File: config.mk
export PLATFORM = sky130hd
export DESIGN_NAME = vga_term_ctrl
export DESIGN_NICKNAME = d
export VERILOG_FILES = /design/src/rtl/vga_term_pkg.sv /design/src/rtl/vga_term_cursor.sv /design/src/rtl/vga_term_ctrl.sv
export SDC_FILE = /design/constraint.sdc
export NUM_CORES = 1
export LEC_CHECK = 0
export BUFFER_PORTS_ARGS = -buffer_cell sky130_fd_sc_hd__buf_2
export CAP_MARGIN = 20
export CORE_MARGIN = 2
export CORE_UTILIZATION = 30
export DETAILED_ROUTE_END_ITERATION = 8
export PLACE_DENSITY_LB_ADDON = 0.08
export SETUP_SLACK_MARGIN = 0.4
export SLEW_MARGIN = 20
export SYNTH_ARGS = -nofsm -noshare
export SYNTH_HDL_FRONTEND = slang
export SYNTH_SLANG_ARGS = --single-unit
File: constraint.sdc
create_clock -name clk -period 8.51 [get_ports clk]
set_clock_uncertainty 0.2 [all_clocks]
set_input_delay 0.851 -clock clk [delete_from_list [all_inputs] [get_ports clk]]
set_output_delay 0.851 -clock clk [all_outputs]
set_load 0.01 [all_outputs]
File: src/rtl/vga_term_pkg.sv
// Shared screen geometry, control codes and controller state encoding for the VGA text terminal.
package vga_term_pkg;

    localparam int COLS = 71;
    localparam int ROWS = 30;

    localparam logic [7:0] CHR_BS    = 8'h08;
    localparam logic [7:0] CHR_LF    = 8'h0A;
    localparam logic [7:0] CHR_FF    = 8'h0C;
    localparam logic [7:0] CHR_CR    = 8'h0D;
    localparam logic [7:0] CHR_BLANK = 8'h00;

    typedef enum logic [2:0] {
        IDLE,
        PUT,
        BACK,
        SCROLL,
        CLR_ROW,
        CLR_ALL
    } state_e;

    function automatic logic is_printable(input logic [7:0] c);
        return (c >= 8'h20) && (c <= 8'h7E);
    endfunction

endpackage

File: src/rtl/vga_term_cursor.sv
// Cursor position register with home/back/newline/advance moves; updates on the edge after a request.
// Priority home > back > newline > inc; buffer address is row*COLS+col, combinational from the registers.
module vga_term_cursor #(
    parameter int COLS = 71,
    parameter int ROWS = 30
) (
    input  logic        clk,
    input  logic        rst,
    input  logic        inc,
    input  logic        newline,
    input  logic        back,
    input  logic        home,
    output logic [6:0]  col,
    output logic [4:0]  row,
    output logic [11:0] addr,
    output logic        at_last_row
);

    localparam logic [6:0]  COL_MAX = 7'(COLS - 1);
    localparam logic [4:0]  ROW_MAX = 5'(ROWS - 1);
    localparam logic [11:0] COLS_W  = 12'(COLS);

    logic [6:0] col_q, col_d;
    logic [4:0] row_q, row_d;

    always_comb begin
        col_d = col_q;
        row_d = row_q;
        if (home) begin
            col_d = '0;
            row_d = '0;
        end else if (back) begin
            if (col_q != '0) begin
                col_d = col_q - 7'd1;
            end else if (row_q != '0) begin
                col_d = COL_MAX;
                row_d = row_q - 5'd1;
            end
        end else if (newline || (inc && (col_q == COL_MAX))) begin
            // The bottom row never advances; the controller scrolls instead.
            col_d = '0;
            if (row_q != ROW_MAX) begin
                row_d = row_q + 5'd1;
            end
        end else if (inc) begin
            col_d = col_q + 7'd1;
        end
    end

    always_ff @(posedge clk) begin
        if (rst) begin
            col_q <= '0;
            row_q <= '0;
        end else begin
            col_q <= col_d;
            row_q <= row_d;
        end
    end

    assign col         = col_q;
    assign row         = row_q;
    assign addr        = 12'(row_q) * COLS_W + 12'(col_q);
    assign at_last_row = (row_q == ROW_MAX);

endmodule

File: src/rtl/vga_term_ctrl.sv
// Terminal controller: turns accepted characters into text-buffer writes, scrolls and clears.
// Printable char busy 2 cycles, scroll (ROWS-1)*COLS+1+COLS cycles; ascii_ready only in IDLE, so sources stall while busy.
module vga_term_ctrl #(
    parameter int COLS = vga_term_pkg::COLS,
    parameter int ROWS = vga_term_pkg::ROWS
) (
    input  logic        clk,
    input  logic        rst,
    input  logic [7:0]  ascii_in,
    input  logic        ascii_valid,
    output logic        ascii_ready,
    output logic        wr_en,
    output logic [11:0] wr_addr,
    output logic [7:0]  wr_data,
    output logic [11:0] rd_addr,
    input  logic [7:0]  rd_data,
    output logic [6:0]  cur_col,
    output logic [4:0]  cur_row,
    output logic        busy
);

    import vga_term_pkg::*;

    localparam logic [11:0] COLS_W   = 12'(COLS);
    localparam logic [11:0] SCR_N    = 12'((ROWS - 1) * COLS);
    localparam logic [11:0] LAST_ADR = 12'(ROWS * COLS - 1);
    localparam logic [6:0]  COL_MAX  = 7'(COLS - 1);

    state_e      state_q, state_d;
    logic [11:0] cnt_q, cnt_d;
    logic [7:0]  char_q, char_d;
    logic        put_ph_q, put_ph_d;
    logic        scr_q, scr_d;

    logic        cur_inc, cur_newline, cur_back, cur_home;
    logic [11:0] cur_addr;
    logic        at_last_row;
    logic        at_origin;

    vga_term_cursor #(
        .COLS (COLS),
        .ROWS (ROWS)
    ) u_cursor (
        .clk         (clk),
        .rst         (rst),
        .inc         (cur_inc),
        .newline     (cur_newline),
        .back        (cur_back),
        .home        (cur_home),
        .col         (cur_col),
        .row         (cur_row),
        .addr        (cur_addr),
        .at_last_row (at_last_row)
    );

    assign at_origin   = (cur_col == '0) && (cur_row == '0);
    assign ascii_ready = (state_q == IDLE);
    assign busy        = (state_q != IDLE);

    always_comb begin
        state_d     = state_q;
        cnt_d       = cnt_q;
        char_d      = char_q;
        put_ph_d    = 1'b0;
        scr_d       = scr_q;
        cur_inc     = 1'b0;
        cur_newline = 1'b0;
        cur_back    = 1'b0;
        cur_home    = 1'b0;
        wr_en       = 1'b0;
        wr_addr     = cnt_q;
        wr_data     = CHR_BLANK;
        rd_addr     = '0;

        case (state_q)
            IDLE: begin
                if (ascii_valid) begin
                    cnt_d = '0;
                    if (is_printable(ascii_in)) begin
                        char_d  = ascii_in;
                        state_d = PUT;
                    end else if ((ascii_in == CHR_CR) || (ascii_in == CHR_LF)) begin
                        cur_newline = 1'b1;
                        if (at_last_row) state_d = SCROLL;
                    end else if (ascii_in == CHR_BS) begin
                        if (!at_origin) begin
                            cur_back = 1'b1;
                            state_d  = BACK;
                        end
                    end else if (ascii_in == CHR_FF) begin
                        cur_home = 1'b1;
                        state_d  = CLR_ALL;
                    end
                end
            end

            // Phase 0 writes and advances; phase 1 leaves time for the cursor register to settle.
            PUT: begin
                if (!put_ph_q) begin
                    wr_en    = 1'b1;
                    wr_addr  = cur_addr;
                    wr_data  = char_q;
                    cur_inc  = 1'b1;
                    put_ph_d = 1'b1;
                    scr_d    = at_last_row && (cur_col == COL_MAX);
                end else begin
                    state_d = scr_q ? SCROLL : IDLE;
                end
            end

            BACK: begin
                wr_en   = 1'b1;
                wr_addr = cur_addr;
                state_d = IDLE;
            end

            // Read runs one cycle ahead of the write to cover the buffer read latency.
            SCROLL: begin
                if (cnt_q != SCR_N) rd_addr = cnt_q + COLS_W;
                if (cnt_q != '0) begin
                    wr_en   = 1'b1;
                    wr_addr = cnt_q - 12'd1;
                    wr_data = rd_data;
                end
                if (cnt_q == SCR_N) begin
                    cnt_d   = '0;
                    state_d = CLR_ROW;
                end else begin
                    cnt_d = cnt_q + 12'd1;
                end
            end

            CLR_ROW: begin
                wr_en   = 1'b1;
                wr_addr = SCR_N + cnt_q;
                if (cnt_q == COLS_W - 12'd1) state_d = IDLE;
                else                         cnt_d   = cnt_q + 12'd1;
            end

            CLR_ALL: begin
                wr_en   = 1'b1;
                wr_addr = cnt_q;
                if (cnt_q == LAST_ADR) state_d = IDLE;
                else                   cnt_d   = cnt_q + 12'd1;
            end

            default: state_d = IDLE;
        endcase
    end

    always_ff @(posedge clk) begin
        if (rst) begin
            state_q  <= IDLE;
            cnt_q    <= '0;
            char_q   <= '0;
            put_ph_q <= 1'b0;
            scr_q    <= 1'b0;
        end else begin
            state_q  <= state_d;
            cnt_q    <= cnt_d;
            char_q   <= char_d;
            put_ph_q <= put_ph_d;
            scr_q    <= scr_d;
        end
    end

endmodule
After elaboration in Yosys (flattened, before gate mapping)
Index checks and enable logic that the tools add are counted.

storage, ports and cells
  bits of input ports = 19
  logic and storage cells = 130
  flip-flop bits (word level) = 37
  output and inout port bits = 47

operators by class
  magnitude comparators = 2
  mux-type cells = 56
  $add $sub $neg = 9
  $mul = 1
  bitwise gates (word level) = 1
  equal/unequal tests = 29
  reduce and logical (&&, ||, !) cells = 25

operator list
  cell                                                                               count
  12-bit two-way mux                                                                 8
  12-bit case mux with 4 select lines                                                2
  7-bit two-way mux                                                                  5
  3-bit two-way mux                                                                  11
  8-bit by 4-bit equality test with 1-bit output (second input constant)             4
  5-bit two-way mux                                                                  5
  12-bit equality test (second input constant)                                       2
  1-bit two-way mux                                                                  19
  8-bit two-way mux                                                                  2
  2-bit != test (second input constant)                                              8
  8-bit case mux with 2 select lines                                                 1
  3-bit case mux with 5 select lines                                                 1
  12-bit by 1-bit adder with 12-bit output (second input constant)                   1
  12-bit adder (first input constant)                                                1
  12-bit by 7-bit adder with 12-bit output                                           1
  12-bit by 7-bit adder with 12-bit output (second input constant)                   1
  12-bit by 7-bit equality test with 1-bit output (second input constant)            1
  5-bit by 7-bit multiplier with 12-bit output (second input constant)               1
  12-bit != test (second input constant)                                             1
  12-bit nonzero test                                                                1
  12-bit by 1-bit subtractor with 12-bit output (second input constant)              1
  5-bit != test (second input constant)                                              2
  8-bit by 6-bit >= comparator with 1-bit output (second input constant)             1
  8-bit by 7-bit less-or-equal comparator with 1-bit output (second input constant)  1
  other kinds (32)                                                                   42

Depth between registers and ports, before layout
  depth after elaboration = 10
  mapped depth = 14
  depth with buffers taken out = 13

Modules after synthesis
A second synthesis with hierarchy kept.

unflattened totals
  cells, all modules = 557
  area, all modules = 4211.5 µm²

modules (own cells, without submodules)
  module           seq. area each (µm²)  times used  cells an instance  area each (µm²)
  vga_term_ctrl    500.5                 1           363                2539.9
  vga_term_cursor  240.2                 1           194                1671.6

Least setup slack after synthesis
Ideal clock, no wire load.

  path kind = flip-flop to output port
  start = reg u_cursor.row_q[3], in the netlist u_cursor.row[3]
  end = out wr_addr[11]
  cell stages (with the launch flop) = 13
  arrival time = 3502 ps
  setup slack = 3957 ps
  path through = dfxtp_1 fa_1 fa_1 inv_1 fa_1 inv_1 ha_1 and2_1 a22o_1 o21ai_0 a21oi_1 and3_1 a311o_1

between the ends
  cells in the longest elaborated chain, start to end = 4

ends and longest elaborated chain
  what                                              line                   RTL
  start, declared                                   vga_term_cursor.sv:24  logic [4:0] row_q, row_d;
  start signal, assigned                            vga_term_cursor.sv:56  row_q <= row_d;
  5-bit by 7-bit multiplier with 12-bit output (*)  vga_term_cursor.sv:62  assign addr = 12'(row_q) * COLS_W + 12'(col_q);
  12-bit by 7-bit adder with 12-bit output (*)      vga_term_cursor.sv:62
  12-bit two-way mux                                vga_term_ctrl.sv:99    if (!put_ph_q) begin
  12-bit case mux with 4 select lines (*)           vga_term_ctrl.sv:75    case (state_q)
  end, declared                                     vga_term_ctrl.sv:13    output logic [11:0] wr_addr,

Every way passes the cells marked *; elsewhere a longest branch is shown, timed or not.

Worst setup path in the final report
  start = reg u_cursor.row_q[4], in the netlist u_cursor.row[4]
  end = out wr_addr[11]

Same word-level chain as after synthesis.

==> impl_metrics.csv <==
group,metric,value,unit
synthesis,seq_area_frac_synth,18.4,%
cts,post_cts_buffers,0,
synthesis,syn_nets,593,
run,cap_viol_max_count,0,
cts,clock_path_buffers,2,
routing,wl,12500,µm
cts,root_buffer,"clkbuf_16",
synthesis,synth_area_leaders,"dfxtp_1, ha_1, nor2_1",
cts,tritoncts,"yes",
floorplan,fp.dieH,120,µm
global_routing,grt_usage,17.8,%
final_layout,drive_above_1_share,15.0,%
setup_path,critPathMaxFanout,9,
floorplan,dieWidth,120,µm
routing,drc,0,
synthesis,ys_async_sr_fraction,0,%
outcome,status,"finished clean",
floorplan,dieArea,14300,µm²
setup_path,slowest_delay,530,ps
pwr,irDropWorstVdd,0.0000737,V
routing,avgRoutedWirePerCell,16.7,µm
routing,top_layer,"met4",
cts,worstSkewPairLatency,290,ps
placement,place_ws,3700,ps
setup_path,crit_type,"reg -> out",
cts,cts_hold_buf,0,
synthesis,synth_area,4020,µm²
pwr,combPwrFrac,47.6,%
pwr,powerDensity,171,nW/µm²
routing,met1_length,6160,µm
sta,finalWorstSetupSlack,3380,ps
global_routing,grt_max_degree,19,
setup_path,critPathCaptureType,"output pin",
global_routing,grt_pass1_vias,3927,
placement,gp_congestion,0.861,
floorplan,core,13100,µm²
setup_path,cpMostUsedCell,"fa_1",
placement,io_buffers,65,
sta,max_freq,0.195,GHz
pwr,power,789,µW
synthesis,netlist_instances,530,
routing,antenna_left,0,
pwr,p_switching,357,µW
synthesis,synth.distinct_cells,66,
cts,path_clk_slew,60,ps
hold_path,hold_path.class,"reg -> reg",
routing,drt-vias-per-instance,5.42,
pwr,pwr-share-clk,23.8,%
global_routing,grt_antenna_before_repair,0,
floorplan,io_pins,66,
sta,max-slew-margin-rel,41.3,%
sta,slew_violations,0,
synthesis,synth-main-ff-cell,"dfxtp_1",
setup_path,crit_slowest_cell,"dfxtp_1",
sta,fin_setup_tns,0,ps
floorplan,start_util,30.6,%
sta,post-route-period-util,60.3,%
final_layout,layout.nets,637,
pwr,intPower,432,µW
synthesis,synth_edf_count,0,
setup_path,crit_chain,"fa_1 > fa_1 > inv_1 > fa_1 > inv_1 > ha_1 > and2_1 > a22o_1 > o21ai_0 > a21oi_1 > and3_1 > a311o_1 > buf_2",
final_layout,syn_to_final_growth,14.8,%
pwr,p_leak,0.00216,µW
pwr,switching_share,45.2,%
routing,wl_met3,548,µm
sta,grt_setup_unrepaired,"false",
sta,period_minus_slack,5130,ps
setup_path,reg2reg_slack,5370,ps
synthesis,yosys.area.top_type,"dfxtp_1",
cts,htreeDepth,2,
global_routing,grt_overflow,0,
synthesis,syn_area_per_cell,7.58,µm²
cts,cts.repair.resized,0,
sta,setup_viol,0,
cts,cts.sinks,37,
floorplan,core.rowCount,42,
pwr,sequentialPowerShare,28.6,%
setup_path,crit_arrival,4080,ps
cts,cts_inserted_buffers,5,
placement,hpwl,9520,µm
global_routing,grt_pass1_wl,20600,µm
routing,drt_iter0_drc,246,
synthesis,synth.top_cell.area_share,18.4,%
final_layout,antenna_cells,0,
routing,drt-pass1-iter-count,5,
sta,hold_violations,0,
synthesis,synth_seq_cells,37,
sta,worst_slew_pin_slew,878,ps
synthesis,synth_warnings,0,
setup_path,required,7460,ps
routing,dr_total_vias,4071,
routing,wl_met2,5710,µm
setup_path,critPathLaunchType,"register",
cell usage after synthesis (all sizes together) (5+ instances only):
cell and count:
clkbuf 29, nor3 13, dfxtp 37, a22o 12, o22ai 6, o31ai 6, nor2b 5, xnor2 13
a21oi 32, nand2 33, or3 7, and3 10, nand2b 12, o21ai 31, nand3 27, mux2i 10
ha 34, and2 6, a211oi 6, fa 10, nor2 59, nand4 7, xor2 15, a21o 6
inv 30
area by class of cell:
class	instances	area, µm²
Tap cell	176	220
Clock buffer	5	125
Fill cell	1472	8530
Multi-Input combinational cell	432	3050
Sequential cell	37	741
Timing Repair Buffer	68	348
Inverter	30	113
Clock inverter	3	17.5
routing by layer:
metal	global-route usage (%)	up-vias
met5	0	-
met3	2.95	8
met4	4.12	0
met2	28.9	108
li1	-	2015
met1	24.8	1940
stage by stage:
| stage | util [%] | instance area (µm²) | cells | hold WS [ps] |
|---|---|---|---|---|
| global placement | 34.0 | 4470 | 743 | 272 |
| detailed placement | 34.0 | 4470 | 743 | 280 |
| global route | 35.1 | 4610 | 751 | 313 |
| floorplan | - | 4020 | 530 | 240 |
| finish | 35.1 | 4610 | 751 | 282 |
| CTS | 35.1 | 4610 | 751 | 287 |
layout by cell type (no fill, tap or decap), drive strengths merged, types with 7 or more instances in the layout:
master	Yosys	layout
xnor2	13	13
nor3	13	13
or3	7	7
a21oi	32	32
ha	34	34
nor2	59	59
xor2	15	15
and3	10	10
buf	2	68
nand3	27	27
mux2i	10	10
dfxtp	37	37
a22o	12	12
o21ai	31	31
fa	10	10
nand4	7	7
nand2	33	33
nand2b	12	12
inv	30	30
logic make-up after synthesis:
| kind of cell | share of synthesized area (%) |
|---|---|
| and+or+nand+nor | 28.0 |
| AOI/OAI and AO/OA | 23.5 |
| buffers and inverters | 5.88 |
| adders and majority gates | 15.6 |
| DFF | 18.4 |
| xor gates and xnor gates | 6.10 |
| muxes | 2.49 |
critical path, delay by kind of cell (launching register included):
family	cells	cell delay [ps]
AO/OA/AOI/OAI	4	800
flip-flops	1	530
buffers and inverters	3	230
AND/OR/NAND/NOR	2	370
adder cells (fa/ha/maj)	4	1870
path summary, 6_finish.rpt:
| path | startpoint | end | cells past startpoint |
|---|---|---|---|
| max reg2reg | u_cursor.col[4] | u_cursor.row[4] | 10 |
| min | scr_q | scr_q | 2 |
| min reg2reg | scr_q | scr_q | 2 |
| max | u_cursor.row[4] | wr_addr[11] | 13 |
registers in the layout, indices dropped and copies added, names as in the netlist:
register / flops
state_q: 3
u_cursor.row: 5
u_cursor.col: 7
put_ph_q: 1
char_q: 8
scr_q: 1
cnt_q: 12
power by group through the flow:
stage / sequential, µW / clock, µW / combinational [µW]
final: 225 / 188 / 376
after global placement: 229 / 0 / 377
after global routing: 230 / 202 / 421
after detailed placement: 230 / 0 / 374
after CTS: 226 / 193 / 377
after floorplan: 213 / 0 / 272
Note: power is estimated with default switching activity, not from simulation.
